`config.mk`:
```
export PLATFORM = sky130hd
export DESIGN_NAME = omsp_sm_id_alloc
export DESIGN_NICKNAME = d
export VERILOG_FILES = /design/src/rtl/omsp_sm_pkg.sv /design/src/rtl/omsp_sm_id_fifo.sv /design/src/rtl/omsp_sm_id_alloc.sv
export SDC_FILE = /design/constraint.sdc
export NUM_CORES = 1
export LEC_CHECK = 0
export BUFFER_PORTS_ARGS = -buffer_cell sky130_fd_sc_hd__buf_4
export CORE_MARGIN = 4
export CORE_UTILIZATION = 58
export DETAILED_ROUTE_END_ITERATION = 7
export GPL_TIMING_DRIVEN = 0
export PLACE_DENSITY = 0.86
export SLEW_MARGIN = 20
export SYNTH_ARGS = -nofsm -noshare
export SYNTH_HDL_FRONTEND = slang
export SYNTH_SLANG_ARGS = --single-unit
```
`constraint.sdc`:
```
create_clock -name mclk -period 4.75 [get_ports mclk]
set_input_delay 0.2375 -clock mclk [delete_from_list [all_inputs] [get_ports mclk]]
set_output_delay 0.2375 -clock mclk [all_outputs]
set_load 0.05 [all_outputs]
```
`src/rtl/omsp_sm_pkg.sv`:
```
// omsp_sm_pkg: shared types and helpers for the SM ID allocator
package omsp_sm_pkg;
  typedef enum logic {IDLE, GRANT} state_e;
  // First ID of the reserved IRQ range, 2^id_w - 2^irq_w, reduced modulo 2^32
  function automatic logic [31:0] irq_base(input int id_w, input int irq_w);
    return (32'd1 << id_w) - (32'd1 << irq_w);
  endfunction
  function automatic logic [15:0] first_one(input logic [15:0] v);
    return v & (~v + 16'd1);
  endfunction
endpackage

```
`src/rtl/omsp_sm_id_fifo.sv`:
```
// omsp_sm_id_fifo: synchronous FIFO holding freed SM IDs, with head peek
module omsp_sm_id_fifo #(
  parameter int W = 16,
  parameter int DEPTH = 4
) (
  input  logic         clk,
  input  logic         rst,
  input  logic         push_i,
  input  logic [W-1:0] din_i,
  input  logic         pop_i,
  output logic [W-1:0] peek_o,
  output logic         full_o,
  output logic         empty_o
);
  localparam int PW = DEPTH > 1 ? $clog2(DEPTH) : 1;
  localparam int CW = $clog2(DEPTH + 1);
  logic [W-1:0] mem_q [DEPTH];
  logic [PW-1:0] rd_q, wr_q;
  logic [CW-1:0] cnt_q;
  logic do_push, do_pop;
  function automatic logic [PW-1:0] nxt(input logic [PW-1:0] p);
    return (p == PW'(DEPTH - 1)) ? '0 : p + 1'b1;
  endfunction
  assign empty_o = cnt_q == '0;
  assign full_o = cnt_q == CW'(DEPTH);
  assign peek_o = mem_q[rd_q];
  assign do_pop = pop_i & ~empty_o;
  // A pop frees a slot in the same cycle, so a full FIFO still accepts a push
  assign do_push = push_i & (~full_o | do_pop);
  always_ff @(posedge clk) begin
    if (rst) begin
      rd_q <= '0;
      wr_q <= '0;
      cnt_q <= '0;
    end else begin
      if (do_push) mem_q[wr_q] <= din_i;
      wr_q <= do_push ? nxt(wr_q) : wr_q;
      rd_q <= do_pop ? nxt(rd_q) : rd_q;
      cnt_q <= cnt_q + CW'(do_push) - CW'(do_pop);
    end
  end
endmodule

```
`src/rtl/omsp_sm_id_alloc.sv`:
```
// omsp_sm_id_alloc: SM slot selection, ID allocation with recycling, and execution-context tracking
module omsp_sm_id_alloc
  import omsp_sm_pkg::*;
#(
  parameter int NB_SMS = 4,
  parameter int ID_W = 16,
  parameter int IRQ_W = 4,
  parameter int RECYCLE_DEPTH = 4
) (
  input  logic                   mclk,
  input  logic                   puc_rst,
  input  logic                   alloc_req,
  input  logic                   alloc_commit,
  input  logic                   alloc_cancel,
  input  logic                   free_req,
  input  logic [ID_W-1:0]        free_id,
  input  logic [NB_SMS-1:0]      slot_enabled,
  input  logic [NB_SMS-1:0]      slot_executing,
  input  logic [NB_SMS*ID_W-1:0] slot_id,
  input  logic                   handling_irq,
  input  logic [IRQ_W-1:0]       irq_num,
  output logic                   alloc_busy,
  output logic [NB_SMS-1:0]      alloc_slot,
  output logic [ID_W-1:0]        alloc_id,
  output logic [NB_SMS-1:0]      check_mask,
  output logic                   alloc_fail,
  output logic [ID_W-1:0]        current_id,
  output logic [ID_W-1:0]        prev_id,
  output logic                   enter_sm,
  output logic                   exit_sm,
  output logic                   exec_sm,
  output logic                   multi_exec,
  output logic                   id_exhausted,
  output logic                   free_overflow
);
  localparam logic [ID_W-1:0] IRQ_BASE = ID_W'(irq_base(ID_W, IRQ_W));
  state_e state_q, state_d;
  logic [NB_SMS-1:0] slot_q, slot_d, free_slot;
  logic [ID_W-1:0] id_q, id_d, next_fresh_q, next_fresh_d, fifo_head;
  logic [ID_W-1:0] prev_cycle_id_q, prev_id_q;
  logic src_fifo_q, src_fifo_d, fail_q, fail_d, overflow_q, overflow_d;
  logic fifo_empty, fifo_full, fifo_pop, push_req;
  logic no_slot, fresh_out, can_grant, commit, changed;
  assign free_slot = NB_SMS'(first_one(16'(~slot_enabled)));
  assign no_slot = &slot_enabled;
  assign fresh_out = next_fresh_q == IRQ_BASE;
  assign id_exhausted = fresh_out & fifo_empty;
  assign can_grant = ~no_slot & ~id_exhausted;
  // Cancel beats commit, so a simultaneous pair never consumes the offered ID
  assign commit = (state_q == GRANT) & alloc_commit & ~alloc_cancel;
  assign fifo_pop = commit & src_fifo_q;
  assign push_req = (RECYCLE_DEPTH > 0) & free_req & (free_id != '0) & (free_id < IRQ_BASE);
  generate
    if (RECYCLE_DEPTH > 0) begin : g_fifo
      omsp_sm_id_fifo #(.W(ID_W), .DEPTH(RECYCLE_DEPTH)) u_fifo (
        .clk(mclk),
        .rst(puc_rst),
        .push_i(push_req),
        .din_i(free_id),
        .pop_i(fifo_pop),
        .peek_o(fifo_head),
        .full_o(fifo_full),
        .empty_o(fifo_empty)
      );
    end else begin : g_nofifo
      assign fifo_head = '0;
      assign fifo_full = 1'b1;
      assign fifo_empty = 1'b1;
    end
  endgenerate
  always_ff @(posedge mclk) begin
    if (puc_rst) state_q <= IDLE;
    else state_q <= state_d;
  end
  always_comb begin
    state_d = state_q;
    if (state_q == IDLE) state_d = (alloc_req & can_grant) ? GRANT : IDLE;
    else state_d = (alloc_commit | alloc_cancel) ? IDLE : GRANT;
  end
  always_comb begin
    alloc_busy = state_q == GRANT;
    alloc_slot = slot_q;
    alloc_id = id_q;
    check_mask = alloc_busy ? slot_enabled & ~slot_q : '0;
    alloc_fail = fail_q;
    free_overflow = overflow_q;
    prev_id = prev_id_q;
  end
  always_comb begin
    slot_d = (state_q == IDLE && alloc_req && can_grant) ? free_slot : (state_d == IDLE ? '0 : slot_q);
    id_d = (state_q == IDLE && alloc_req && can_grant) ? (fifo_empty ? next_fresh_q : fifo_head) : id_q;
    src_fifo_d = (state_q == IDLE && alloc_req && can_grant) ? ~fifo_empty : src_fifo_q;
    fail_d = (state_q == IDLE) & alloc_req & ~can_grant;
    next_fresh_d = (commit & ~src_fifo_q & ~fresh_out) ? next_fresh_q + 1'b1 : next_fresh_q;
    overflow_d = overflow_q | (push_req & fifo_full & ~fifo_pop);
  end
  always_ff @(posedge mclk) begin
    if (puc_rst) begin
      slot_q <= '0;
      id_q <= '0;
      src_fifo_q <= 1'b0;
      fail_q <= 1'b0;
      next_fresh_q <= ID_W'(1);
      overflow_q <= 1'b0;
      prev_cycle_id_q <= '0;
      prev_id_q <= '0;
    end else begin
      slot_q <= slot_d;
      id_q <= id_d;
      src_fifo_q <= src_fifo_d;
      fail_q <= fail_d;
      next_fresh_q <= next_fresh_d;
      overflow_q <= overflow_d;
      prev_cycle_id_q <= current_id;
      prev_id_q <= changed ? prev_cycle_id_q : prev_id_q;
    end
  end
  // Lowest-index executing slot wins; IRQ entry overrides with the reserved range
  always_comb begin
    current_id = '0;
    for (int k = NB_SMS - 1; k >= 0; k--) current_id = slot_executing[k] ? slot_id[k*ID_W +: ID_W] : current_id;
    current_id = handling_irq ? IRQ_BASE + ID_W'(irq_num) : current_id;
  end
  assign changed = current_id != prev_cycle_id_q;
  assign enter_sm = changed & (current_id != '0) & ~(&current_id) & ~handling_irq;
  assign exit_sm = changed & (current_id == '0) & ~handling_irq;
  assign exec_sm = |slot_executing;
  assign multi_exec = $countones(slot_executing) > 1;
endmodule

```
## Yosys cells after proc, flatten, opt, wreduce, memory -nomap -nowiden

Memories as Yosys holds them, arrays and structs flattened. A register that Yosys moved wholly into a read port is not among the register bits.
Index checks and enable logic that the tools add are counted.

- Output and inout bits: 64
- Memories kept: 1
- Memory bits (writable): 64
- Input bits: 99
- Bits in registers: 79

Memory list:

| memory | depth | width | read ports | clocked after Yosys merged registers in | wr ports | line | text |
|---|---|---|---|---|---|---|---|
| g_fifo.u_fifo.mem_q | 4 | 16 | 1 | 1 | 1 | omsp_sm_id_fifo.sv:17 | `logic [W-1:0] mem_q [DEPTH];` |

- Multiplexer cells: 19
- Bitwise operators: 41
- Order comparisons: 2
- Add/sub/neg operators: 10
- Reduce and logical (&&, ||, !) cells: 9
- Eq/ne operators: 6

Operator list:

| kind | number |
|---|---|
| 2-to-1 mux 16 bit | 6 |
| nonzero test 16 bit | 2 |
| AND 1 bit | 21 |
| adder 16 x 1 -> 16 bit (second input constant) | 1 |
| equality test 16 bit (second input constant) | 1 |
| logical NOT 16 bit | 1 |
| less-than comparator 16 bit (second input constant) | 1 |
| inequality test 16 bit | 1 |
| AND reduction 16 bit | 1 |
| 2-to-1 mux 4 bit | 3 |
| NOT 1 bit | 12 |
| NOT 4 bit | 3 |
| AND 4 bit | 2 |
| 2-to-1 mux 2 bit | 4 |
| adder 5 x 5 -> 6 bit (first input constant) | 1 |
| 2-to-1 mux 1 bit | 6 |
| adder 1 x 1 -> 2 bit | 2 |
| adder 2 x 1 -> 2 bit (second input constant) | 2 |
| adder 4 x 1 -> 4 bit (second input constant) | 1 |
| equality test 2 bit (second input constant) | 2 |
| AND reduction 4 bit | 1 |
| OR reduction 4 bit | 1 |
| adder 2 x 2 -> 3 bit | 1 |
| adder 3 x 1 -> 3 bit | 1 |
| other kinds (7) | 10 |

## Logic depth before layout (Yosys ltp)

Gate-level depths: netlist (run 1).

- Depth in word-level cells: 9
- Mapped depth: 11

## Cells and area by module

From an unflattened synthesis (run 1), not the netlist that was laid out.

- Cell total of the unflattened synthesis: 604
- Area total of the unflattened synthesis: 6725.2 sq um

By module, submodules not included:

| module | area an instance (sq um) | instances | cells each |
|---|---|---|---|
| omsp_sm_id_alloc | 3930.0 | 1 | 473 |
| omsp_sm_id_fifo | 2795.2 | 1 | 131 |

## Worst setup path before layout (run 1)

OpenSTA, ideal clock, no wires.

- Path type: input to output
- Start point: in slot_executing[3]
- End point: out enter_sm
- Path slack: 0.250 ns
- Required time: 4.513 ns
- Stages: 10
- Data arrival time: 4.262 ns
- Cells stage by stage: buf_2 > clkbuf_1 > nand2_1 > o21ai_0 > a221o_1 > xnor2_1 > nand4_1 > nor4_2 > buf_6 > a2111oi_0

- Cells in the longest elaborated chain, start to end: 9
- Elaborated cells between the ends (all ways): 12
- Classes of those cells: 1 x eq/ne; 5 x mux; 4 x bitwise; 2 x reduce/logical

RTL lines:

| item | line | text |
|---|---|---|
| start: declaration | omsp_sm_id_alloc.sv:18 | `input logic [NB_SMS-1:0] slot_executing,` |
| 2-to-1 mux 16 bit (*) (4 in a row) | omsp_sm_id_alloc.sv:121 | `for (int k = NB_SMS - 1; k >= 0; k--) current_id = slot_executing[k] ? slot_id[k*ID_W +: ID_W] : current_id;` |
| 2-to-1 mux 16 bit (*) | omsp_sm_id_alloc.sv:122 | `current_id = handling_irq ? IRQ_BASE + ID_W'(irq_num) : current_id;` |
| named net current_id[5] | omsp_sm_id_alloc.sv:27 | `output logic [ID_W-1:0] current_id,` |
| inequality test 16 bit, or another cell as far along | omsp_sm_id_alloc.sv:124 | `assign changed = current_id != prev_cycle_id_q;` |
| AND 1 bit or NOT 1 bit (tied branches) | omsp_sm_id_alloc.sv:125 | `assign enter_sm = changed & (current_id != '0) & ~(&current_id) & ~handling_irq;` |
| AND 1 bit (*) (2 in a row) | omsp_sm_id_alloc.sv:125 |  |
| end: declaration | omsp_sm_id_alloc.sv:29 | `output logic enter_sm,` |

The timed path passes the listed nets; every way through them passes the cells marked *.

## Worst setup path after layout (run 1)

- Start point: in slot_executing[1]
- End point: out enter_sm

- Cells in the longest elaborated chain, start to end: 7
- Elaborated cells between the ends (all ways): 10
- Classes of those cells: 1 x eq/ne; 3 x mux; 4 x bitwise; 2 x reduce/logical

RTL lines:

| item | line |
|---|---|
| 2-to-1 mux 16 bit (*) (2 in a row) | omsp_sm_id_alloc.sv:121 |
| 2-to-1 mux 16 bit (*) | omsp_sm_id_alloc.sv:122 |
| inequality test 16 bit, or another cell as far along | omsp_sm_id_alloc.sv:124 |
| AND 1 bit or NOT 1 bit (tied branches) | omsp_sm_id_alloc.sv:125 |
| AND 1 bit (*) (2 in a row) | omsp_sm_id_alloc.sv:125 |

Every way passes the cells marked *; elsewhere a longest branch is shown, timed or not.

==> summary.txt, run 1 <==
Timing
  • Worst-margin pin slew: 934 ps
  • Period utilization: 0.666
  • RSZ-0062 raised after global routing: false
  • # setup viols final: 0
  • Setup_tns: 0 ps
  • Slew Viols, Final: 0
  • Final Skew: 11.4 ps
  • Setup ws final: 1590 ps
  • Worst slew margin: 0.378
  • Post-route minimum period: 3160 ps
  • FMAX: 316 MHz
  • Final Hold Vio Count: 0

Finish
  • Share of layout cells above drive strength 1: 0.288
  • Inserted Diodes: 0
  • Final Core Density: 0.765
  • Fill count: 734
  • Area delta synth->final: 29.3%
  • Fin nets: 896

Die
  • Initial Util: 0.592
  • Num ports: 163
  • Die width: 116 um
  • Core area: 11400 um2
  • FP Rows: 39
  • Die H: 116 um
  • Die area: 13400 um2

Clock tree
  • TritonCTS clock tree: done
  • Deepest clock path buffer count: 2
  • CTS buffer count: 17
  • Clock-pin transition on the worst setup and hold timing paths: 60 ps
  • CTS Hold Buffers Added: 0
  • Post-CTS setup buffers: 0
  • CTS sink count: 145
  • Post-CTS Resized: 0
  • Root Driver: clkbuf_16
  • Clk_lat worst skew: 420 ps
  • Max H-tree Level: 4

Yosys
  • Synthesized instance count: 605
  • Post-Syn Area: 6730 um2
  • Post-synth EDFFs: 64
  • Number of distinct library cells after synthesis: 53
  • Syn_area_per_cell: 11.1 um2
  • Main synth FF type: dfxtp_1
  • Most numerous cell in the Yosys netlist: dfxtp_1
  • Synthesized flop and latch total: 145
  • FFs w/ async S/R, synth: 0
  • Warnings from Yosys: 0
  • Seq/Total Area, Yosys: 0.527
  • Area leader, netlist: edfxtp_1
  • Synth top area cells: edfxtp_1 29%, dfxtp_1 24%, mux4_2 5.4%
  • Proportion of netlist area held by the largest area contributor: 0.286
  • Synth top cells by count: 81 x dfxtp_1, 66 x nor2_1, 64 x edfxtp_1
  • Net Count, Synth: 716

Route
  • Top sig layer: met4
  • Met1 Wirelength: 7770 um
  • Vias: 5439
  • Post-route ant nets: 0
  • Residual DRC: 0
  • Iteration-0 DRC Markers: 492
  • Post-DR wirelength/cell: 20.2 um
  • DR WL met2: 9430 um
  • Met3 wire length: 1370 um
  • Final wirelength: 19000 um
  • Vias per cell: 5.78
  • DR pass1 iterations: 5

Setup path
  • Critical path capture point type: output pin
  • Delay-heaviest family, CP: compound AO/OA/AOI/OAI gates
  • Reg-to-Reg Start: alloc_busy$_SDFF_PP0_
  • CP required: 4510 ps
  • Worst Path Buf+Inv: 4
  • Worst path max stage delay: 810 ps
  • CP max stage cell: a221oi_1
  • WP data arrival: 2930 ps
  • Worst setup startpoint: slot_executing[1]
  • Crit path top cell by count: buf_4
  • Startpoint Class: input pin
  • Crit path cell chain: buf_4, buf_2, a21oi_2, o21ai_1, a221oi_1, xor2_1, nand4_1, nor4_2, buf_6, a2111oi_0, buf_4
  • Crit path kind: input pin to output pin
  • FF-to-FF setup slack: 2010 ps
  • Crit-path max FO: 10

Place
  • IO Port Bufs: 161
  • Dpl ws: 1670 ps
  • DP HPWL: 14300 um
  • Placer Congestion: 0.934

GRT
  • Largest net degree at the start of global routing: 17
  • Grt total ovfl: 0
  • Tot GR Track Use: 0.296
  • First-pass GRT wire length: 29800 um
  • Vias in the first global route: 5519
  • Antenna violations before repair: 0

Power and ir drop
  • P per Cell Area: 393 nW/um2
  • Lkg Pwr: 3.46 nW
  • Worst IR drop on VDD: 0.000318 V
  • Final Power: 0.00342 W

Min path
  • Hold wc startpoint: free_id[3]
  • Type of the most critical hold path: input pin to flip-flop

Run
  • Max Cap Violations: 0

Run status
  • Run status: complete, no violations
## power by group
part | switching (W) | total (W) | internal (W)
clock | 0.000529 | 0.00130 | 0.000775
sequential | 0.0000446 | 0.00143 | 0.00138
combinational | 0.000424 | 0.000690 | 0.000266
## worst paths after layout
path,end,cells past startpoint
min,g_fifo.u_fifo.mem_q[0][3]$_DFFE_PP_,1
max,enter_sm,11
max reg2reg,g_fifo.u_fifo.mem_q[0][11]$_DFFE_PP_,6
min reg2reg,prev_id[15]$_SDFFE_PP0P_,2
## state kept, by name (all words and copies together) (netlist names), named ones only
register,count
g_fifo.u_fifo.cnt_q,3
alloc_fail,1
alloc_id,16
g_fifo.u_fifo.mem_q,64
free_overflow,1
prev_id,16
next_fresh_q,16
g_fifo.u_fifo.rd_q,2
prev_cycle_id_q,16
src_fifo_q,1
g_fifo.u_fifo.wr_q,2
alloc_busy,1
alloc_slot,4
## final cells by class
type	instances	area, um2	area share
Sequential cell	145	3540	0.407
Multi-Input combinational cell	389	2870	0.330
Timing Repair Buffer	161	1210	0.139
Clock buffer	20	468	0.0538
Tap cell	143	179	0.0206
Buffer	35	174	0.0200
Inverter	36	135	0.0155
Clock inverter	12	116	0.0134
## layer usage
layer	up-vias	global-route usage
li1	2532	-
met1	2634	0.390
met2	234	0.486
met3	39	0.0736
met4	0	0.0936
met5	-	0
## cell usage in the layout (no fill, tap or decap), types with 7 or more instances in the layout
cell	synthesis	final
a211oi_1	17	17
ha_1	10	10
clkbuf_16	0	18
clkbuf_1	25	26
dfxtp_1	81	81
nand2_1	36	36
nor4_1	9	9
mux2i_1	34	34
mux4_2	16	16
a21oi_1	21	21
inv_6	0	7
xnor2_1	13	13
nand3_1	8	8
xor2_1	19	19
o21a_1	13	13
o21ai_1	10	10
buf_4	1	162
inv_1	34	34
edfxtp_1	64	64
nor2_1	66	66
nand4_1	11	11
a221oi_2	8	8
nand2b_1	36	36
## logic make-up after synthesis
group,count (synthesis),share of synthesized area
and+or+nand+nor,201,0.153
DFF,145,0.527
AOI/OAI and AO/OA,94,0.104
buffers and inverters,71,0.0460
muxes,50,0.104
xor gates and xnor gates,32,0.0417
adders and majority gates,12,0.0246
## metrics by stage
stage	instances	hold WS (ps)	instance area, um2
detailed placement	909	451	8110
global placement	909	446	8110
floorplan	605	336	6730
CTS	941	10.9	8700
global route	941	21.2	8700
finish	941	25.8	8700
Note: power is estimated with default switching activity, not from simulation.
==> run 2, diff against run 1 <==
Settings changed: ABC_AREA set to 1, CORE_UTILIZATION 58 to 55, PLACE_DENSITY 0.86 to 0.81.
Clock period 4.75 ns to 3.3 ns, I/O delays scaled along.
==> run 2 against run 1 <==
Against the previous run: count of clock-buffer cells in the layout rose by 1; largest power group unchanged; largest cell class unchanged; sequential power up 43%; final area rose by 8.9%; synthesized cell count increased by 51%; sequential cell count is the same; hold slack worse by 7.4 ps; sequential share of layout area down 3.3 points.
==> summary.txt, run 2 <==
Route
  • Iteration-0 DRC Markers: 562
  • Vias per cell: 5.30
  • Post-DR wirelength/cell: 15.5 um
  • Post-route ant nets: 0
  • Residual DRC: 0
  • DR pass1 iterations: 5
  • Vias: 6860
  • Final wirelength: 20000 um

Yosys
  • Synth top area cells: edfxtp_1 26%, dfxtp_1 22%, nand2_1 9.8%
  • Main synth FF type: dfxtp_1
  • Most numerous cell in the Yosys netlist: nand2_1
  • Number of distinct library cells after synthesis: 44
  • Post-Syn Area: 7290 um2
  • FFs w/ async S/R, synth: 0
  • Area leader, netlist: edfxtp_1
  • Syn_area_per_cell: 7.96 um2
  • Net Count, Synth: 1027
  • Seq/Total Area, Yosys: 0.486
  • Synth top cells by count: 190 x nand2_1, 157 x nor2_1, 92 x inv_1
  • Synthesized flop and latch total: 145
  • Post-synth EDFFs: 64
  • Warnings from Yosys: 0
  • Proportion of netlist area held by the largest area contributor: 0.264
  • Synthesized instance count: 916

Timing
  • Period utilization: 0.800
  • Worst-margin pin slew: 965 ps
  • # setup viols final: 0
  • RSZ-0062 raised after global routing: false
  • Hold_ws: 18.3 ps
  • FMAX: 379 MHz
  • Final Hold Vio Count: 0
  • Worst slew margin: 0.356
  • Setup_tns: 0 ps
  • Final Skew: 8.50 ps
  • Post-route minimum period: 2640 ps
  • Slew Viols, Final: 0

Clock tree
  • Clk_lat worst skew: 420 ps
  • Clock-pin transition on the worst setup and hold timing paths: 60 ps
  • CTS sink count: 145
  • Max H-tree Level: 4
  • Deepest clock path buffer count: 2
  • CTS buffer count: 17
  • Root Driver: clkbuf_16
  • TritonCTS clock tree: done

Die
  • Num ports: 163
  • Initial Util: 0.569
  • Die area: 15200 um2
  • FP Rows: 41
  • Die H: 123 um
  • Die width: 123 um
  • Core area: 12800 um2

Run status
  • Run status: complete, no violations

Setup path
  • WP data arrival: 2680 ps
  • Worst path max stage delay: 770 ps
  • CP required: 3340 ps
  • Startpoint Class: flip-flop
  • Crit path top cell by count: nand2_1
  • Delay-heaviest family, CP: simple AND/OR/NAND/NOR gates
  • FF-to-FF setup slack: 660 ps
  • Critical path capture point type: flip-flop
  • CP max stage cell: nor2_2
  • Crit path kind: flip-flop to flip-flop
  • Crit path cell chain: nand2_1, nor2_1, inv_1, nor2_1, nand2_1, nand2_1, nand4_1, inv_1, nand2_1, nor2_2
  • Crit-path max FO: 16
  • Worst Path Buf+Inv: 2

Place
  • IO Port Bufs: 156
  • DP HPWL: 14500 um
  • Placer Congestion: 0.925

Finish
  • Fill count: 995
  • Largest Register: g_fifo.u_fifo.mem_q
  • Highest-count cells in the layout ignoring fill and taps: 190 x nand2_1, 159 x buf_4, 153 x nor2_1
  • Most common cell after layout, fill and taps aside: nand2_1
  • Area delta synth->final: 29.8%
  • Fin nets: 1220
  • Number of flip-flops in the largest register: 64
  • Register area: 3540 um2
  • Share of layout cells above drive strength 1: 0.229
  • Multi-input logic area: 3140 um2
  • Inserted Diodes: 0

GRT
  • Antenna violations before repair: 0
  • First-pass GRT wire length: 31700 um
  • Largest net degree at the start of global routing: 17
  • Tot GR Track Use: 0.267
  • Vias in the first global route: 6526
  • Grt total ovfl: 0

Power and ir drop
  • Lkg Pwr: 4.13 nW
  • Worst IR drop on VDD: 0.000435 V
  • P per Cell Area: 523 nW/um2

Run
  • Max Cap Violations: 0

Min path
  • Type of the most critical hold path: input pin to flip-flop
==> run 2: cell types whose count changed after synthesis, sizes merged, moves of 15 or more <==
cell    change
a211oi     -16
a21oi      +46
inv        +63
mux2i      -34
mux4       -16
nand2     +177
nand2b     -36
nand3      +30
nor2      +102
o21ai      +33
o32ai      +16
xor2       -15
==> run 2: power breakdown <==
group	switching [W]	internal (W)
combinational	0.000663	0.000335
clock	0.000756	0.00116
sequential	0.0000572	0.00198
total	0.00148	0.00348
==> run 2: path summary, 6_finish.rpt <==
check / startpoint / to / depth (start not counted)
max: alloc_busy$_SDFF_PP0_ / g_fifo.u_fifo.mem_q[1][4]$_DFFE_PP_ / 10
min: slot_enabled[2] / alloc_slot[2]$_SDFFE_PP0P_ / 4
max reg2reg: alloc_busy$_SDFF_PP0_ / g_fifo.u_fifo.mem_q[1][4]$_DFFE_PP_ / 10
min reg2reg: alloc_id[3]$_SDFFE_PP0P_ / alloc_id[3]$_SDFFE_PP0P_ / 2
==> run 2: cells by family (layout without fill, tap and decap cells) <==
logic type               after synthesis  after routing  share of synthesized area
AND/OR/NAND/NOR                      477            477                      0.295
adder cells (fa/ha/maj)               12             12                     0.0226
buffers and inverters                140            346                     0.0854
AO/OA/AOI/OAI                        138            138                      0.106
flip-flops                           145            145                      0.486
XOR/XNOR                               4              4                    0.00480
==> run 2: cell type report <==
| type | count | area share |
|---|---|---|
| flip-flops and latches | 145 | 0.374 |
| multi-input cells | 631 | 0.331 |
| repair buffers | 174 | 0.144 |
| clock buffers | 21 | 0.0488 |
| inverters | 99 | 0.0400 |
| plain buffers | 41 | 0.0258 |
| well taps | 172 | 0.0227 |
| clock inverters | 11 | 0.0135 |
==> run 2: timing repair <==
item	in CTS	in global routing
buffers inserted	0	0
endpoints found under the hold margin	64	0
setup endpoints to repair	0	0
gates resized for setup	0	0
hold buffers	16	0
==> run 2: worst reg2reg max path, cell delays in order, from the launching register on <==
cell	delay, ps
dfxtp_1	440
nand2_1	80
nor2_1	80
inv_1	60
nor2_1	90
nand2_1	110
nand2_1	120
nand4_1	210
inv_1	140
nand2_1	160
nor2_2	770
==> run 2: routing by layer <==
metal / vias to the layer above / wire length, um / global-route usage / share of wire
met3: 34 / 1290 / 0.0489 / 0.065
met1: 3168 / 8550 / 0.353 / 0.43
met2: 256 / 9780 / 0.442 / 0.49
met5: - / 0 / 0 / 0
met4: 0 / 418 / 0.0927 / 0.021
li1: 3402 / - / - / -
==> run 2: stage by stage <==
stage	total power (W)	worst slack [ps]	instance area [um2]	utilization	instances
floorplan	0.00269	721	7290	-	916
global placement	0.00302	356	8680	0.677	1244
detailed placement	0.00304	696	8720	0.680	1246
CTS	0.00495	677	9470	0.738	1294
global route	0.00515	411	9470	0.738	1294
finish	0.00495	659	9470	0.738	1294
==> run 3, diff against run 2 <==
Settings changed: ABC_AREA 1 to 0, CORE_UTILIZATION 55 to 54, PLACE_DENSITY 0.81 to 0.8.
Clock period 3.3 ns to 2.65 ns, I/O delays scaled along.
==> run 3 against run 2 <==
Against the previous run: first-iteration DRC count fell by 24%; hold slack improved by 0.53 ps; via count fell by 19%; combinational power rose by 32%; final cell count fell by 24%; die area fell by 5.7%; worst setup slack got worse by 640 ps; clock skew rose by 7.7 ps; sequential power rose by 25%; critical endpoint is now exit_sm.
==> summary.txt, run 3 (same netlist as run 1, synthesis figures left out) <==
Clock tree
  • Max H-tree Level: 4
  • Clk_lat worst skew: 430 ps
  • Deepest clock path buffer count: 2
  • TritonCTS clock tree: done
  • CTS buffer count: 17
  • Root Driver: clkbuf_16
  • Clock-pin transition on the worst setup and hold timing paths: 60 ps
  • CTS sink count: 145

Power and ir drop
  • Switching pwr: 0.00188 W
  • P per Cell Area: 687 nW/um2
  • Sequential share of power: 0.408
  • Switch share: 0.299
  • Clock network power share: 0.381
  • Worst IR drop on VDD: 0.000614 V
  • Lkg Pwr: 3.60 nW
  • Internal power: 0.00439 W
  • Comb pwr share: 0.211

Die
  • Die width: 120 um
  • Num ports: 163
  • Die area: 14300 um2
  • Die H: 120 um
  • Core area: 12100 um2
  • FP Rows: 40
  • Initial Util: 0.555

Setup path
  • Startpoint Class: input pin
  • Crit-path max FO: 10
  • R2R cell count: 11
  • Crit path kind: input pin to output pin
  • Critical path capture point type: output pin
  • CP required: 2520 ps
  • WP data arrival: 2500 ps

Min path
  • Hold path cells: 3
  • Type of the most critical hold path: input pin to flip-flop

Finish
  • Most common cell after layout, fill and taps aside: buf_4
  • Highest-count cells in the layout ignoring fill and taps: 165 x buf_4, 81 x dfxtp_1, 65 x nor2_1
  • Inserted Diodes: 0
  • Area delta synth->final: 35.6%
  • Largest Register: g_fifo.u_fifo.mem_q
  • Number of flip-flops in the largest register: 64
  • Share of layout cells above drive strength 1: 0.325
  • Fin nets: 917

Timing
  • FMAX: 380 MHz
  • Slew Viols, Final: 0
  • Post-route minimum period: 2630 ps
  • Worst-margin pin slew: 766 ps
  • Final Hold Vio Count: 0
  • Worst slew margin: 0.490
  • Period utilization: 0.994
  • Final Skew: 16.2 ps
  • # setup viols final: 0
  • Setup ws final: 15.1 ps
  • RSZ-0062 raised after global routing: true
  • Setup_tns: 0 ps

GRT
  • Grt total ovfl: 0
  • Tot GR Track Use: 0.291
  • First-pass GRT wire length: 31600 um
  • Antenna violations before repair: 0
  • Vias in the first global route: 5583
  • Largest net degree at the start of global routing: 17

Route
  • Iteration-0 DRC Markers: 426
  • Vias per cell: 5.62
  • DR pass1 iterations: 5
  • Residual DRC: 0
  • Final wirelength: 20500 um
  • Post-DR wirelength/cell: 20.8 um
  • Post-route ant nets: 0
  • Vias: 5545

Place
  • IO Port Bufs: 161
  • DP HPWL: 14400 um
  • Dpl ws: -212 ps
  • Placer Congestion: 0.889

Run
  • Max Cap Violations: 0

Run status
  • Run status: complete, no violations
[run 3: worst paths after layout]
check	startpoint	to	slack, ps
max	slot_executing[1]	exit_sm	20
min	slot_enabled[2]	alloc_slot[2]$_SDFFE_PP0P_	20
max reg2reg	alloc_busy$_SDFF_PP0_	g_fifo.u_fifo.cnt_q[2]$_SDFF_PP0_	130
min reg2reg	prev_cycle_id_q[13]$_SDFF_PP0_	prev_id[13]$_SDFFE_PP0P_	480
[run 3: final cells by class]
| class | instances | area [um2] |
|---|---|---|
| fill | 811 | 2990 |
| clock buffer | 17 | 425 |
| inverter | 36 | 135 |
| multi-input combinational | 389 | 3050 |
| clock inverter | 15 | 158 |
| tap | 168 | 210 |
| buffer | 35 | 183 |
| sequential | 145 | 3540 |
| timing repair buffer | 182 | 1410 |
[run 3: metrics by stage]
step / hold WS [ps] / utilization / std cells / cell area [um2] / total power, W
after global placement: 349 / 0.675 / 934 / 8170 / 0.00379
after floorplan: 231 / - / 605 / 6750 / 0.00340
after detailed placement: 352 / 0.675 / 934 / 8170 / 0.00383
after CTS: 4.12 / 0.742 / 984 / 8980 / 0.00623
after global routing: 32.8 / 0.753 / 987 / 9120 / 0.00648
final: 18.8 / 0.753 / 987 / 9120 / 0.00627
[run 3: per-layer routing]
metal	share of wire	vias up	track usage
met2	0.51	204	0.478
met1	0.42	2738	0.378
met5	0	-	0
met4	0.020	0	0.0938
met3	0.059	35	0.0768
li1	-	2568	-
[run 3: worst max-delay path: stages]
cell,delay [ps]
buf_4,120
clkbuf_2,210
a21oi_1,160
o21ai_1,140
a221oi_4,400
inv_2,60
or4_1,530
nor4_2,260
nor3b_4,260
buf_4,230
[run 3: power groups by stage]
stage	Clock, W	Combinational [W]	Sequential (W)
4_1_cts	0.00239	0.00128	0.00256
3_5_place_dp	0	0.00123	0.00260
3_3_place_gp	0	0.00121	0.00259
5_1_grt	0.00251	0.00141	0.00257
2_1_floorplan	0	0.000659	0.00274
6_report	0.00239	0.00132	0.00256
[run 3: repair_timing]
item	CTS	global route
resized for setup	12	30
setup endpoints to repair	67	81
hold buffers	18	0
endpoints found under the hold margin	66	0
buffers inserted	0	3
pin swaps	0	3
cloned	0	0
